**src/rtl/ic_pkg.sv**
```systemverilog
// ============================================================================
// Package  : ic_pkg
// Purpose  : Shared interconnect widths, request/response bundles and helpers.
// Revision : 1.0 - initial release
// ============================================================================
`default_nettype none

package ic_pkg;

   localparam int IC_ADDR_W = 32;
   localparam int IC_DATA_W = 32;
   localparam int IC_STRB_W = 4;

   typedef struct packed {
      logic                 wen;
      logic [IC_STRB_W-1:0] strb;
      logic [IC_DATA_W-1:0] wdata;
      logic [IC_ADDR_W-1:0] addr;
   } ic_req_t;

   typedef struct packed {
      logic                 error;
      logic [IC_DATA_W-1:0] rdata;
   } ic_rsp_t;

   // Ceiling log2, usable in constant expressions.
   function automatic int ic_clog2(input int value);
      int r;
      r = 0;
      while ((1 << r) < value) r++;
      return r;
   endfunction

endpackage

`default_nettype wire

```
**src/rtl/ic_id_fifo.sv**
```systemverilog
// ============================================================================
// Module   : ic_id_fifo
// Purpose  : Small FIFO of requester IDs for in-order response routing.
//            Push is ignored when full, pop is ignored when empty.
// Revision : 1.0 - initial release
// ============================================================================
`default_nettype none

module ic_id_fifo
   import ic_pkg::*;
#(
   parameter int WIDTH = 1,
   parameter int DEPTH = 2
) (
   input  logic             g_clk,
   input  logic             g_resetn,
   input  logic             push_i,
   input  logic [WIDTH-1:0] data_i,
   input  logic             pop_i,
   output logic             full_o,
   output logic             empty_o,
   output logic [WIDTH-1:0] head_o
);

   localparam int AW = (DEPTH > 1) ? ic_clog2(DEPTH) : 1;
   localparam int CW = ic_clog2(DEPTH + 1);

   logic [WIDTH-1:0] mem_q [DEPTH];
   logic [AW-1:0]    wr_ptr_q, wr_ptr_d;
   logic [AW-1:0]    rd_ptr_q, rd_ptr_d;
   logic [CW-1:0]    count_q,  count_d;
   logic             do_push, do_pop;

   assign full_o  = (count_q == CW'(DEPTH));
   assign empty_o = (count_q == '0);
   assign head_o  = mem_q[rd_ptr_q];
   assign do_push = push_i && !full_o;
   assign do_pop  = pop_i && !empty_o;

   // Pointer and occupancy next-state; pointers wrap explicitly at DEPTH-1.
   always_comb begin
      wr_ptr_d = wr_ptr_q;
      rd_ptr_d = rd_ptr_q;
      count_d  = count_q;
      if (do_push) wr_ptr_d = (wr_ptr_q == AW'(DEPTH - 1)) ? '0 : wr_ptr_q + 1'b1;
      if (do_pop)  rd_ptr_d = (rd_ptr_q == AW'(DEPTH - 1)) ? '0 : rd_ptr_q + 1'b1;
      if (do_push && !do_pop)      count_d = count_q + 1'b1;
      else if (do_pop && !do_push) count_d = count_q - 1'b1;
   end

   // Control registers, synchronous reset to empty.
   always_ff @(posedge g_clk) begin
      if (!g_resetn) begin
         wr_ptr_q <= '0;
         rd_ptr_q <= '0;
         count_q  <= '0;
      end else begin
         wr_ptr_q <= wr_ptr_d;
         rd_ptr_q <= rd_ptr_d;
         count_q  <= count_d;
      end
   end

   // Storage needs no reset: entries are only read while counted valid.
   always_ff @(posedge g_clk) begin
      if (do_push) mem_q[wr_ptr_q] <= data_i;
   end

endmodule

`default_nettype wire

```
**src/rtl/ic_cpu_bus_arbiter.sv**
```systemverilog
// ============================================================================
// Module   : ic_cpu_bus_arbiter
// Purpose  : NREQ-way arbiter onto one req/gnt + recv/ack memory bus with
//            in-order outstanding responses routed via an ID FIFO.
//            IC_ARB_RR_EN defined -> round-robin, else fixed priority (idx 0).
// Revision : 1.0 - initial release
// ============================================================================
`default_nettype none

module ic_cpu_bus_arbiter
   import ic_pkg::*;
#(
   parameter int NREQ        = 2,
   parameter int OUTSTANDING = 2
) (
   input  logic                        g_clk,
   input  logic                        g_resetn,
   input  logic [NREQ-1:0]             s_mem_req,
   input  logic [NREQ-1:0]             s_mem_wen,
   input  logic [IC_STRB_W*NREQ-1:0]   s_mem_strb,
   input  logic [IC_DATA_W*NREQ-1:0]   s_mem_wdata,
   input  logic [IC_ADDR_W*NREQ-1:0]   s_mem_addr,
   output logic [NREQ-1:0]             s_mem_gnt,
   output logic [NREQ-1:0]             s_mem_recv,
   input  logic [NREQ-1:0]             s_mem_ack,
   output logic [NREQ-1:0]             s_mem_error,
   output logic [IC_DATA_W*NREQ-1:0]   s_mem_rdata,
   output logic                        m_mem_req,
   output logic                        m_mem_wen,
   output logic [IC_STRB_W-1:0]        m_mem_strb,
   output logic [IC_DATA_W-1:0]        m_mem_wdata,
   output logic [IC_ADDR_W-1:0]        m_mem_addr,
   input  logic                        m_mem_gnt,
   input  logic                        m_mem_recv,
   output logic                        m_mem_ack,
   input  logic                        m_mem_error,
   input  logic [IC_DATA_W-1:0]        m_mem_rdata
);

   localparam int IDW = ic_clog2(NREQ);

   ic_req_t          req_vec [NREQ];
   ic_req_t          req_sel;
   ic_rsp_t          rsp;
   logic [IDW-1:0]   pick, sel, head;
   logic             lock_vld_q, lock_vld_d;
   logic [IDW-1:0]   lock_id_q,  lock_id_d;
   logic             fifo_full, fifo_empty;
   logic             accept, pop, pend_hold_lost;

   // Unpack the flat requester buses into per-requester bundles.
   always_comb begin
      for (int i = 0; i < NREQ; i++) begin
         req_vec[i].wen   = s_mem_wen[i];
         req_vec[i].strb  = s_mem_strb [IC_STRB_W*i +: IC_STRB_W];
         req_vec[i].wdata = s_mem_wdata[IC_DATA_W*i +: IC_DATA_W];
         req_vec[i].addr  = s_mem_addr [IC_ADDR_W*i +: IC_ADDR_W];
      end
   end

`ifdef IC_ARB_RR_EN
   logic [IDW-1:0] rr_ptr_q, rr_ptr_d;

   // Round-robin pick: first requester at or after rr_ptr, wrapping.
   always_comb begin
      logic found;
      int   idx;
      pick  = '0;
      found = 1'b0;
      for (int k = 0; k < NREQ; k++) begin
         idx = int'(rr_ptr_q) + k;
         if (idx >= NREQ) idx = idx - NREQ;
         if (!found && s_mem_req[idx]) begin
            pick  = IDW'(idx);
            found = 1'b1;
         end
      end
      rr_ptr_d = rr_ptr_q;
      if (accept) rr_ptr_d = (sel == IDW'(NREQ - 1)) ? '0 : sel + 1'b1;
   end

   // Round-robin pointer register.
   always_ff @(posedge g_clk) begin
      if (!g_resetn) rr_ptr_q <= '0;
      else           rr_ptr_q <= rr_ptr_d;
   end
`else
   // Fixed priority pick: lowest requesting index wins.
   always_comb begin
      pick = '0;
      for (int i = NREQ - 1; i >= 0; i--) begin
         if (s_mem_req[i]) pick = IDW'(i);
      end
   end
`endif

   // A stalled request keeps its winner so the payload cannot change under it.
   // If the locked requester withdraws (bus-rule violation) the lock is dropped
   // rather than stalling the bus forever.
   assign sel            = lock_vld_q ? lock_id_q : pick;
   assign pend_hold_lost = lock_vld_q && !s_mem_req[lock_id_q];
   assign m_mem_req      = (|s_mem_req) && !fifo_full && !pend_hold_lost;
   assign accept         = m_mem_req && m_mem_gnt;
   assign s_mem_gnt      = accept ? (NREQ'(1) << sel) : '0;

   assign req_sel     = req_vec[sel];
   assign m_mem_wen   = req_sel.wen;
   assign m_mem_strb  = req_sel.strb;
   assign m_mem_wdata = req_sel.wdata;
   assign m_mem_addr  = req_sel.addr;

   // Lock next-state: set on a stalled request, cleared on accept or withdrawal.
   always_comb begin
      lock_vld_d = lock_vld_q;
      lock_id_d  = lock_id_q;
      if (accept) begin
         lock_vld_d = 1'b0;
      end else if (pend_hold_lost) begin
         lock_vld_d = 1'b0;
      end else if (m_mem_req) begin
         lock_vld_d = 1'b1;
         lock_id_d  = sel;
      end
   end

   // Lock register.
   always_ff @(posedge g_clk) begin
      if (!g_resetn) begin
         lock_vld_q <= 1'b0;
         lock_id_q  <= '0;
      end else begin
         lock_vld_q <= lock_vld_d;
         lock_id_q  <= lock_id_d;
      end
   end

   // Responses return in issue order; only the head requester may consume one.
   assign s_mem_recv = (m_mem_recv && !fifo_empty) ? (NREQ'(1) << head) : '0;
   assign m_mem_ack  = !fifo_empty && s_mem_ack[head];
   assign pop        = m_mem_recv && m_mem_ack;

   assign rsp         = '{error: m_mem_error, rdata: m_mem_rdata};
   assign s_mem_error = {NREQ{rsp.error}};
   assign s_mem_rdata = {NREQ{rsp.rdata}};

   ic_id_fifo #(
      .WIDTH (IDW),
      .DEPTH (OUTSTANDING)
   ) u_id_fifo (
      .g_clk    (g_clk),
      .g_resetn (g_resetn),
      .push_i   (accept),
      .data_i   (sel),
      .pop_i    (pop),
      .full_o   (fifo_full),
      .empty_o  (fifo_empty),
      .head_o   (head)
   );

`ifndef SYNTHESIS
   // A response with nothing outstanding means the downstream broke protocol.
   always_ff @(posedge g_clk) begin
      assert (!(g_resetn && m_mem_recv && fifo_empty))
         else $error("ic_cpu_bus_arbiter: response received with no outstanding request");
   end
`endif

endmodule

`default_nettype wire

```
**config.mk**
```make
export PLATFORM = sky130hd
export DESIGN_NAME = ic_cpu_bus_arbiter
export DESIGN_NICKNAME = d
export VERILOG_FILES = /design/src/rtl/ic_pkg.sv /design/src/rtl/ic_id_fifo.sv /design/src/rtl/ic_cpu_bus_arbiter.sv
export SDC_FILE = /design/constraint.sdc
export NUM_CORES = 1
export LEC_CHECK = 0
export CELL_PAD_IN_SITES_DETAIL_PLACEMENT = 0
export CELL_PAD_IN_SITES_GLOBAL_PLACEMENT = 1
export CORE_ASPECT_RATIO = 0.9
export CORE_MARGIN = 8
export CORE_UTILIZATION = 17
export DETAILED_ROUTE_END_ITERATION = 12
export PLACE_DENSITY_LB_ADDON = 0.1
export SLEW_MARGIN = 20
export SYNTH_ARGS = -nofsm -noshare
export SYNTH_HDL_FRONTEND = slang
export SYNTH_SLANG_ARGS = --single-unit
```
**constraint.sdc**
```tcl
create_clock -name g_clk -period 3.7 [get_ports g_clk]
set_input_delay 0.74 -clock g_clk [delete_from_list [all_inputs] [get_ports g_clk]]
set_output_delay 0.74 -clock g_clk [all_outputs]
set_load 0.02 [all_outputs]
```
==> results of run 1 <==
==> through the flow <==
step,hold WS [ps],utilization [%],cell area (um2)
CTS,478,32.7,4180
global route,517,32.7,4190
detailed placement,473,32.1,4100
global placement,461,32.1,4100
floorplan,448,-,2240
finish,474,32.7,4190
==> per-layer routing <==
| layer | wire length, um | vias up | global-route usage [%] |
|---|---|---|---|
| met2 | 5320 | 132 | 20.7 |
| met4 | 38 | 0 | 0.894 |
| met3 | 1230 | 7 | 4.40 |
| met1 | 3750 | 870 | 11.4 |
| met5 | 0 | - | 0 |
| li1 | - | 955 | - |
==> cell type report <==
class | instances | area share, %
clock buffers | 4 | 1.88
well taps | 164 | 4.90
repair buffers | 228 | 55.2
inverters | 5 | 0.448
multi-input cells | 115 | 32.8
flip-flops and latches | 9 | 4.78
==> how the worst min path moves through the flow <==
stage,start,endpoint,slack (ps)
detailed placement,u_id_fifo.rd_ptr_q$_SDFFE_PN0P_,u_id_fifo.rd_ptr_q$_SDFFE_PN0P_,470
CTS,u_id_fifo.wr_ptr_q$_SDFFE_PN0N_,u_id_fifo.wr_ptr_q$_SDFFE_PN0N_,480
global placement,u_id_fifo.rd_ptr_q$_SDFFE_PN0P_,u_id_fifo.rd_ptr_q$_SDFFE_PN0P_,460
floorplan,u_id_fifo.wr_ptr_q$_SDFFE_PN0N_,u_id_fifo.wr_ptr_q$_SDFFE_PN0N_,450
finish,u_id_fifo.wr_ptr_q$_SDFFE_PN0N_,u_id_fifo.wr_ptr_q$_SDFFE_PN0N_,470
global route,u_id_fifo.rd_ptr_q$_SDFFE_PN0P_,u_id_fifo.rd_ptr_q$_SDFFE_PN0P_,520
==> worst min-delay path: cells and delay by family, from the launching register on <==
family,cells,cell delay [ps]
muxes,1,50
and+or+nand+nor,1,60
DFF,1,310
==> Yosys cell counts, drive strengths merged <==
master,n
or3,1
o211ai,2
nor2b,1
nor2,7
o2111ai,1
a21bo,1
a2111oi,1
and2,3
xnor2,1
ha,1
or3b,1
edfxtp,2
nand2,4
o2bb2ai,1
a211oi,1
inv,5
buf,74
nand2b,2
mux2i,7
o21ai,3
mux2,70
nor3b,2
nand3,1
xor2,1
or2,1
dfxtp,7
clkbuf,2
a21boi,2
==> power groups by stage <==
stage	registers, uW	clock network (uW)	logic (uW)
2_1_floorplan	141	0	554
3_3_place_gp	158	0	814
3_5_place_dp	160	0	814
4_1_cts	158	191	817
5_1_grt	163	196	855
6_report	157	187	803
==> logic make-up (layout without fill, tap and decap cells) <==
group	Yosys count	after routing	synth area share [%]
mux	77	77	49.6
simple gates	23	23	5.48
fa+ha+maj	1	1	0.559
flops	9	9	8.95
xor+xnor	2	2	0.783
compound gates	12	12	4.53
buf+inv	81	237	30.1
==> layout by cell type, fill, tap and decap left out, types with 2 or more instances in the layout <==
cell	instances
mux2_4	67
mux2i_1	7
edfxtp_1	2
o21ai_0	3
o211ai_1	2
nand2b_1	2
buf_12	4
dfxtp_1	7
a21boi_0	2
nand2_1	4
and2_1	2
inv_1	5
clkdlybuf4s50_1	220
nor2_1	7
clkbuf_16	3
buf_4	4
mux2_2	3
==> repair_timing <==
action,in CTS,in global routing
hold buffers,0,0
resized for setup,0,1
endpoints found under the setup margin,0,47
==> metrics list, run 1 <==
- Classification of the worst setup path: in2out
- Fraction of power spent switching nets: 34.1%
- Entering global routing, the biggest net connects 22 pins.
- In the final routed layout, each cell accounts on average for 19.7 um.
* Remaining number of nets flagged by the antenna check after routing: 0
- For this design, the slowest cell found on the critical path is clkdlybuf4s50_1.
- For this block, the via count after detailed routing is 1964.
- Non-filler instance count after layout: 525
- In this run, placement finished with an instance count of 521.
- Sequential cells account for 13.7% of the total power.
- The via count of the first global-routing pass is 2044.
- In the routed design, unresolved DRC markers number 0.
- In this run the tightest slew margin relative to its limit is 67.8%.
- For flop-to-flop paths, the worst setup slack is 1520 ps.
* Depth of the worst register-to-register path: 6
- At the pin with the least slew margin, the transition time is 469 ps.
- Yosys printed 0 warnings.
- Most Frequent Cell on Critical Path: clkdlybuf4s50_1
- Core Footprint: 12800 um2
* Wirelength, routed: 10300 um
- TritonCTS built the clock tree.
- Clock network latency to the later pin of the worst-skew pair: 230 ps
- Setup repair after global routing left no endpoint under its margin.
- 0 antenna diodes ended up in the layout.
- Setup violations remaining at the end of the flow were counted as 0.
- Pre-CTS setup slack: 20.8 ps
- Synthesis handed over a netlist of 205 instances.
- Post-CTS clock slew at the launch and capture registers of the worst setup and hold paths: 40 ps
* Worst setup startpoint: s_mem_req[1]
- Max clock buf depth: 2
- Die area: 17100 um2
* Num CTS Buffers: 3
- In this run, the combinational gates consume 70.0% of the power.
- HPWL Detailed: 9390 um
- Static leakage: 0.00167 uW
- From bottom edge to top edge, the die measures 125 um.
- The number of slew-limit violations in the final report came to 0.
- Clock H-tree levels: 1
- Wire length of the first global-routing pass: 14100 um
- FF-to-FF End: u_id_fifo.count_q[1]$_SDFFE_PN0P_
- The internal portion of the total power is 756 uW.
- Horizontal extent of the die: 137 um
- After synthesis, flip-flops and latches occupy 8.95% of the total area.
- GRT Total Usage: 11.0%
* Share of the clock period used by the worst path after layout: 96.1%
- The tightest min-delay check is of the reg2reg type.
- Along the worst hold path, the cell count comes to 2.
- Number of post-CTS setup repair buffers: 0
- At the end of the flow, the number of nets in the layout was 542.
- Buffer and inverter count on the worst path: 3
* Required @ worst endpoint: 2960 ps
- Synthesized area per cell: 10.9 um2
- Iter 0 DRT Violations: 51
* Maximum single-stage delay on the critical path: 540 ps
- Per-cell via count in the routed design: 3.74
* Number of filler instances in the final layout: 1332
* CP cell instances: clkdlybuf4s50_1 -> nor3b_2 -> or2_4 -> buf_4 -> mux2_4 -> clkdlybuf4s50_1
* Minimum clock period after layout: 3560 ps
- Kind of cell with the highest combined delay on the critical path: buffers and inverters
- Critical path capture point type: primary output
* Post-synthesis net count: 385
- The mapped netlist covers 2240 um2.
* Data arrival at the endpoint of the critical path: 2820 ps
- Ratio of cells with drive above 1 in the final layout: 24.4%
- For the final routed database, the setup TNS stands at 0 ps.
- The number of hold violations in the final report was 0.
- The worst-case IR drop observed on VDD is 0.222 mV.
* Number of maximum-capacitance violations: 0
* Critical Path Source Type: input pin
- The largest total area in the synthesized netlist belongs to mux2_4.
- Total of flip-flops plus latches after synthesis: 9
- Fin Clk Skew: 2.05 ps
- Dividing total power by cell area gives a power density of 274 nW/um2.
- Run status: completed
- Sw power: 391 uW
* Site row count: 39
- Number of different library cells in the post-synthesis netlist: 32
- From synthesis to final layout, the design area changed by 87.1%.
- Effective utilization at floorplan: 17.5%
* Number of search-and-repair iterations in the first detailed-routing pass: 4
* Biggest fanout along the worst timing path: 9
- Library cell used as clock root buffer: clkbuf_16
* WP depth: 6
* GPL Wtd Cong: 0.698
* Area share of the largest cell type after synthesis: 45.0%
- End of the critical path: m_mem_wdata[2]
* Sequential cell area: 200 um2
* Count of clock tree sinks: 9
- Count of buffers from port buffering: 220
- I/O pin count: 320
- Area contributors post-synth: mux2_4 45%, buf_4 22%, buf_12 6.3%
- Final worst setup slack: 145 ps
- The initial antenna violation count was 0.
- Static timing analysis puts the maximum clock frequency at 281 MHz.
* Share of power burned in the clock network: 16.3%
- For this run the aggregate overflow at the end of global routing stands at 0.
- Total power: 1150 uW
* Combined area of the multi-input logic cells: 1370 um2
(Power assumes the default switching activity.)
==> inputs of run 2 (changes only) <==
--- a/config.mk
+++ b/config.mk
@@ -12,6 +12,7 @@
 export CORE_UTILIZATION = 17
 export DETAILED_ROUTE_END_ITERATION = 12
 export PLACE_DENSITY_LB_ADDON = 0.1
+export RECOVER_POWER = 50
 export SLEW_MARGIN = 20
 export SYNTH_ARGS = -nofsm -noshare
 export SYNTH_HDL_FRONTEND = slang
==> constraint.sdc (replaced) <==
create_clock -name g_clk -period 3.7 [get_ports g_clk]
set_input_delay 0.74 -clock g_clk [delete_from_list [all_inputs] [get_ports g_clk]]
set_output_delay 0.74 -clock g_clk [all_outputs]
set_load 0.01 [all_outputs]
==> run 2 against run 1 <==
  * Core utilization fell by 0.27 points
  * Hold slack got worse by 2.0 ps
  * Setup slack got worse by 1.9 ps
  * Critical endpoint is now m_mem_wdata[29]
  * Die area did not move
  * Register-to-register slack got worse by 20 ps
  * Sequential cell count did not move
  * Via count rose by 0.81%
==> metrics list, run 2 (synthesis gave the netlist of run 1 again) <==
- The library cell used most frequently in the layout, excluding fill and tap cells, is clkdlybuf4s50_1.
- Dividing the detail-routed via count by the number of cells gives 3.78.
- Placed Area: 4080 um2
- The worst-case IR drop observed on VDD is 0.194 mV.
- The tightest min-delay check is of the reg2reg type.
* RSZ-0062 raised after global routing: no
- Minimum clock period after layout: 3560 ps
- Iter 0 DRT Violations: 54
- Post-route cell area: 4150 um2
- The via count of the first global-routing pass was 2032.
- Setup violations remaining at the end of the flow were counted as 0.
- Along the worst path, the maximum fanout reaches 22.
- DRC viols: 0
- Ratio of cells with drive above 1 in the final layout: 23.3%
* Wire length of the first global-routing pass: 14300 um
- After legalization and detailed placement, the total HPWL measured 9340 um.
- GPL Wtd Cong: 0.706
* Clock network latency to the later pin of the worst-skew pair: 230 ps
* Die area: 17100 um2
* Count of buffers from port buffering: 220
- Static leakage: 0.00166 uW
- Once the floorplan was initialized, standard cells occupied 17.5% of the core.
- Library cell used as clock root buffer: clkbuf_16
* Average wire per standard cell: 19.6 um
- The run finished with clean final reports.
* Actual slew at the worst max-slew pin: 749 ps
* Most Frequent Cell on Critical Path: clkdlybuf4s50_1
* Post-CTS clock slew at the launch and capture registers of the worst setup and hold paths: 40 ps
- The floorplan has 39 rows.
* Maximum number of pins on one net before global-route repair: 23
* Number of hold buffers added after cts: 0
- At the worst endpoint, the arrival time is 2820 ps.
- GRT Total Usage: 11.0%
* Number of search-and-repair iterations in the first detailed-routing pass: 3
- TritonCTS built the clock tree.
* Buffer and inverter count on the worst path: 3
* Num CTS Buffers: 3
* I/O pin count: 320
- In this run the register-to-register setup slack is 1500 ps.
* Initial antenna violation count: 1
- After clock tree synthesis, the repair step resized 0 gates.
* Core Footprint: 12800 um2
* Overflow after GRT: 0
* Maximum single-stage delay on the critical path: 510 ps
- Final worst setup slack: 143 ps
- Fmax: 281 MHz
- Critical path capture point type: primary output
* WP depth: 6
- Hold is met by 472 ps.
* Critical Path Source Type: input pin
- The longest clock path from root to sink contains 2 buffers.
- In the final design database the tool counted 541 nets.
- Number of maximum-capacitance violations: 0
- Setup Total Neg Slack: 0 ps
- The endpoint identified for the worst register-to-register timing path is u_id_fifo.count_q[1]$_SDFFE_PN0P_.
- Commonest cells after routing, fill and taps aside: 219 x clkdlybuf4s50_1, 67 x mux2_4, 7 x nor2_1, 7 x mux2i_1, 7 x dfxtp_1
- Remaining number of nets flagged by the antenna check after routing: 0
- Pre-CTS setup slack: 95.7 ps
- The critical path ends at m_mem_wdata[29].
- Critical-path top delay cell: clkdlybuf4s50_1
- The number of slew-limit violations in the final report came to 0.
- CP cell instances: clkdlybuf4s50_1 -> nor3b_1 -> or2_4 -> buf_12 -> mux2_4 -> clkdlybuf4s50_1
- Depth of the worst register-to-register path: 6
- Die boundary height: 125 um
- Fin Clk Skew: 0.615 ps
- The number of hold violations in the final report was 0.
* Clock H-tree levels: 1
* Horizontal extent of the die: 137 um
- Share of the clock period used by the worst path after layout: 96.1%
* Antenna diode count: 0
- Count of clock tree sinks: 9
- Worst setup startpoint: s_mem_req[1]
- STA puts the critical path data required time at 2960 ps.
- The detailed router placed 1980 vias in this run.
- Wirelength, routed: 10300 um
- Kind of cell with the highest combined delay on the critical path: buffers and inverters
- The critical path is of the in2out type.
- In this run the post-CTS setup repair buffer count came out at 0.
- Worst-case headroom to the max-slew limit: 48.8%
- Post-synthesis to final-layout area growth: 85.6%
- Dividing total power by cell area gives a power density of 256 nW/um2.
==> run 2: changes by cell type in the layout (fill, tap and decap cells not counted) <==
| cell | delta |
|---|---|
| a2111oi_0 | +1 |
| a2111oi_2 | -1 |
| and2_0 | +1 |
| and2_1 | -1 |
| buf_12 | -1 |
| buf_4 | -1 |
| clkbuf_1 | +1 |
| clkdlybuf4s50_1 | -1 |
| dlygate4sd3_1 | +1 |
| nor3b_1 | +1 |
| nor3b_2 | -1 |
==> run 2: area by class of cell <==
class                      instances  area [um2]
inverter                           5        18.8
fill                            1337        8630
clock buffer                       4        78.8
sequential                         9         200
tap                              164         205
timing repair buffer             227        2290
multi-input combinational        115        1360
==> run 2: metal layers <==
metal	track usage [%]	part of all wire, %	vias up	wire length, um
met4	1.09	0.37	2	38
met5	0	0.13	-	13
met1	11.8	37	888	3790
li1	-	-	952	-
met2	20.2	51	129	5210
met3	4.56	12	9	1240
==> run 2: how the worst min path moves through the flow <==
| stage | start | to | cells past startpoint |
|---|---|---|---|
| after floorplan | u_id_fifo.wr_ptr_q$_SDFFE_PN0N_ | u_id_fifo.wr_ptr_q$_SDFFE_PN0N_ | 2 |
| after global placement | u_id_fifo.rd_ptr_q$_SDFFE_PN0P_ | u_id_fifo.rd_ptr_q$_SDFFE_PN0P_ | 2 |
| after detailed placement | u_id_fifo.wr_ptr_q$_SDFFE_PN0N_ | u_id_fifo.wr_ptr_q$_SDFFE_PN0N_ | 2 |
| after CTS | u_id_fifo.rd_ptr_q$_SDFFE_PN0P_ | register | 2 |
| after global routing | u_id_fifo.rd_ptr_q$_SDFFE_PN0P_ | u_id_fifo.rd_ptr_q$_SDFFE_PN0P_ | 2 |
| final | u_id_fifo.rd_ptr_q$_SDFFE_PN0P_ | register | 2 |
==> run 2: worst register-to-register path, cell delays in order, from the launching register on <==
cell	delay (ps)
dfxtp_1	320
mux2i_1	440
mux2i_1	410
inv_1	100
ha_1	340
or3_1	350
a21boi_0	160
==> run 2: through the flow <==
stage | std cells | power (uW) | utilization, %
after floorplan | 205 | 589 | -
after global placement | 520 | 893 | 31.9
after detailed placement | 520 | 893 | 31.9
after CTS | 524 | 1090 | 32.6
after global routing | 524 | 1130 | 32.5
final | 524 | 1060 | 32.5
==> run 2: power breakdown <==
part	switching (uW)	internal, uW
registers	30.1	126
logic	240	479
clock network	42.5	144
==> inputs of run 3 (changes only) <==
--- a/config.mk
+++ b/config.mk
@@ -7,7 +7,6 @@
 export LEC_CHECK = 0
 export CELL_PAD_IN_SITES_DETAIL_PLACEMENT = 0
 export CELL_PAD_IN_SITES_GLOBAL_PLACEMENT = 1
-export CORE_ASPECT_RATIO = 0.9
 export CORE_MARGIN = 8
 export CORE_UTILIZATION = 17
 export DETAILED_ROUTE_END_ITERATION = 12
==> run 3 against run 2 <==
  * Fmax up 1.2%
  * Clock power hardly changed
  * Power grew 0.14%
  * Global-route usage is 0.84 points lower
  * Largest cell class unchanged
==> metrics list, run 3 (synthesis gave the netlist of run 1 again) <==
* Static leakage: 0.00166 uW
- Via count of the first global-routing pass: 2055
- Summed over all layers, the global routing overflow is 0.
- Setup Total Neg Slack: 0 ps
* Horizontal extent of the die: 131 um
- Wire length of the first global-routing pass: 13100 um
- Max Transition Viols Final: 0
- Clock H-tree levels: 1
- Remaining number of nets flagged by the antenna check after routing: 0
- The post-route netlist has 23.3% of its cells at a drive strength greater than 1.
- For the pin with the worst max-slew slack, the measured transition is 830 ps.
* I/O pin count: 320
- The count of buffers added on input and output ports is 220.
- Row generation in the floorplan step produced 42 rows.
- Most common library cell in the layout ignoring fill and taps: clkdlybuf4s50_1
- GRT Total Usage: 10.2%
- Dividing total power by cell area gives a power density of 255 nW/um2.
- Post-CTS timing repair inserted 0 buffers for setup.
- Max clock buf depth: 2
- On the final layout, the worst clock skew is 2.06 ps.
- From synthesis to final layout, the design area changed by 86.2%.
- Total of cells resized after clock tree synthesis: 0
- Worst-case headroom to the max-slew limit: 43.2%
- Initial antenna violation count: 0
* Number of maximum-capacitance violations: 0
- After detailed routing, the number of vias per cell comes to 3.72.
- The tightest min-delay check is of the reg2reg type.
- Buffers inserted to repair hold after CTS numbered 0.
- Net count reported at finish: 541
- Classification of the worst setup path: in2out
* Fmax: 284 MHz
- The worst hold path was traced through 2 stages.
- VDD sags by at most 0.185 mV.
* Die area: 17100 um2
- Hold Slack: 470 ps
- GPL Wtd Cong: 0.791
* Wirelength, routed: 10000 um
* Critical path capture point type: primary output
- After detailed routing, the number of remaining DRC violations is 0.
- Clock network latency to the later pin of the worst-skew pair: 230 ps
- Layout Utilization: 32.0%
- The first detailed-routing pass took 4 iterations.
* Num CTS Buffers: 3
- Post-CTS clock slew at the launch and capture registers of the worst setup and hold paths: 40 ps
- The die is 131 um tall.
* Average wire per standard cell: 18.7 um
- The core region is 13000 um2.
* Share of the clock period used by the worst path after layout: 95.0%
* Maximum number of pins on one net before global-route repair: 23
* Depth of the worst register-to-register path: 6
- Routed via count: 1992
- The detailed router finished its first iteration with 48 violations.
* Antenna diode count: 0
- The clock net in this run drives a total of 9 sinks.
- RSZ-0062 raised after global routing: no
* Required @ worst endpoint: 2960 ps
- Final hold vios: 0
* Data arrival at the endpoint of the critical path: 2780 ps
- Setup violations remaining at the end of the flow were counted as 0.
- The routed design could run at a clock period as short as 3520 ps.
* HPWL Detailed: 9110 um
- TritonCTS built the clock tree.
- Once the floorplan was initialized, standard cells occupied 17.2% of the core.
- The flow ran to the end, and the final reports show no timing, DRC or antenna violations.
- Critical Path Source Type: input pin
- Library cell used as clock root buffer: clkbuf_16
- In the layout the commonest cells are 219 x clkdlybuf4s50_1, 67 x mux2_4, 7 x nor2_1, 7 x mux2i_1, 7 x dfxtp_1.
- Along the worst path, the maximum fanout reaches 22.
## run 3: per-layer routing
metal / routed length (um) / vias to the layer above / track usage (%)
met5: 0 / - / 0
met4: 39 / 0 / 0.945
met3: 1430 / 8 / 5.48
met2: 4980 / 159 / 18.4
met1: 3590 / 875 / 10.6
li1: - / 950 / -
## run 3: final timing paths
path | start | to | slack (ps)
max reg2reg | u_id_fifo.mem_q[1]$_DFFE_PP_ | u_id_fifo.count_q[1]$_SDFFE_PN0P_ | 1520
min reg2reg | u_id_fifo.wr_ptr_q$_SDFFE_PN0N_ | u_id_fifo.wr_ptr_q$_SDFFE_PN0N_ | 470
min | u_id_fifo.wr_ptr_q$_SDFFE_PN0N_ | u_id_fifo.wr_ptr_q$_SDFFE_PN0N_ | 470
max | s_mem_req[1] | m_mem_addr[3] | 180
## run 3: cell type report
cell class / count / area (um2)
repair buffers: 227 / 2290
well taps: 176 / 220
clock buffers: 4 / 78.8
flip-flops and latches: 9 / 200
multi-input cells: 115 / 1360
inverters: 5 / 18.8
fillers: 1389 / 8870
## run 3: critical path: stages
cell and delay (ps):
clkdlybuf4s50_1 460, nor3b_1 240, or2_4 260, buf_12 220
mux2_4 310, clkdlybuf4s50_1 510
## run 3: report_power, final
group | switching [uW] | internal, uW
logic | 239 | 479
clock network | 45.1 | 144
registers | 29.1 | 126
## run 3: stage by stage
stage	cell area, um2	total power [uW]	cells	setup WS, ps
floorplan	2240	589	205	1260
global placement	4100	890	532	146
detailed placement	4100	892	532	145
CTS	4180	1090	536	144
global route	4170	1130	536	71.4
finish	4170	1060	536	184
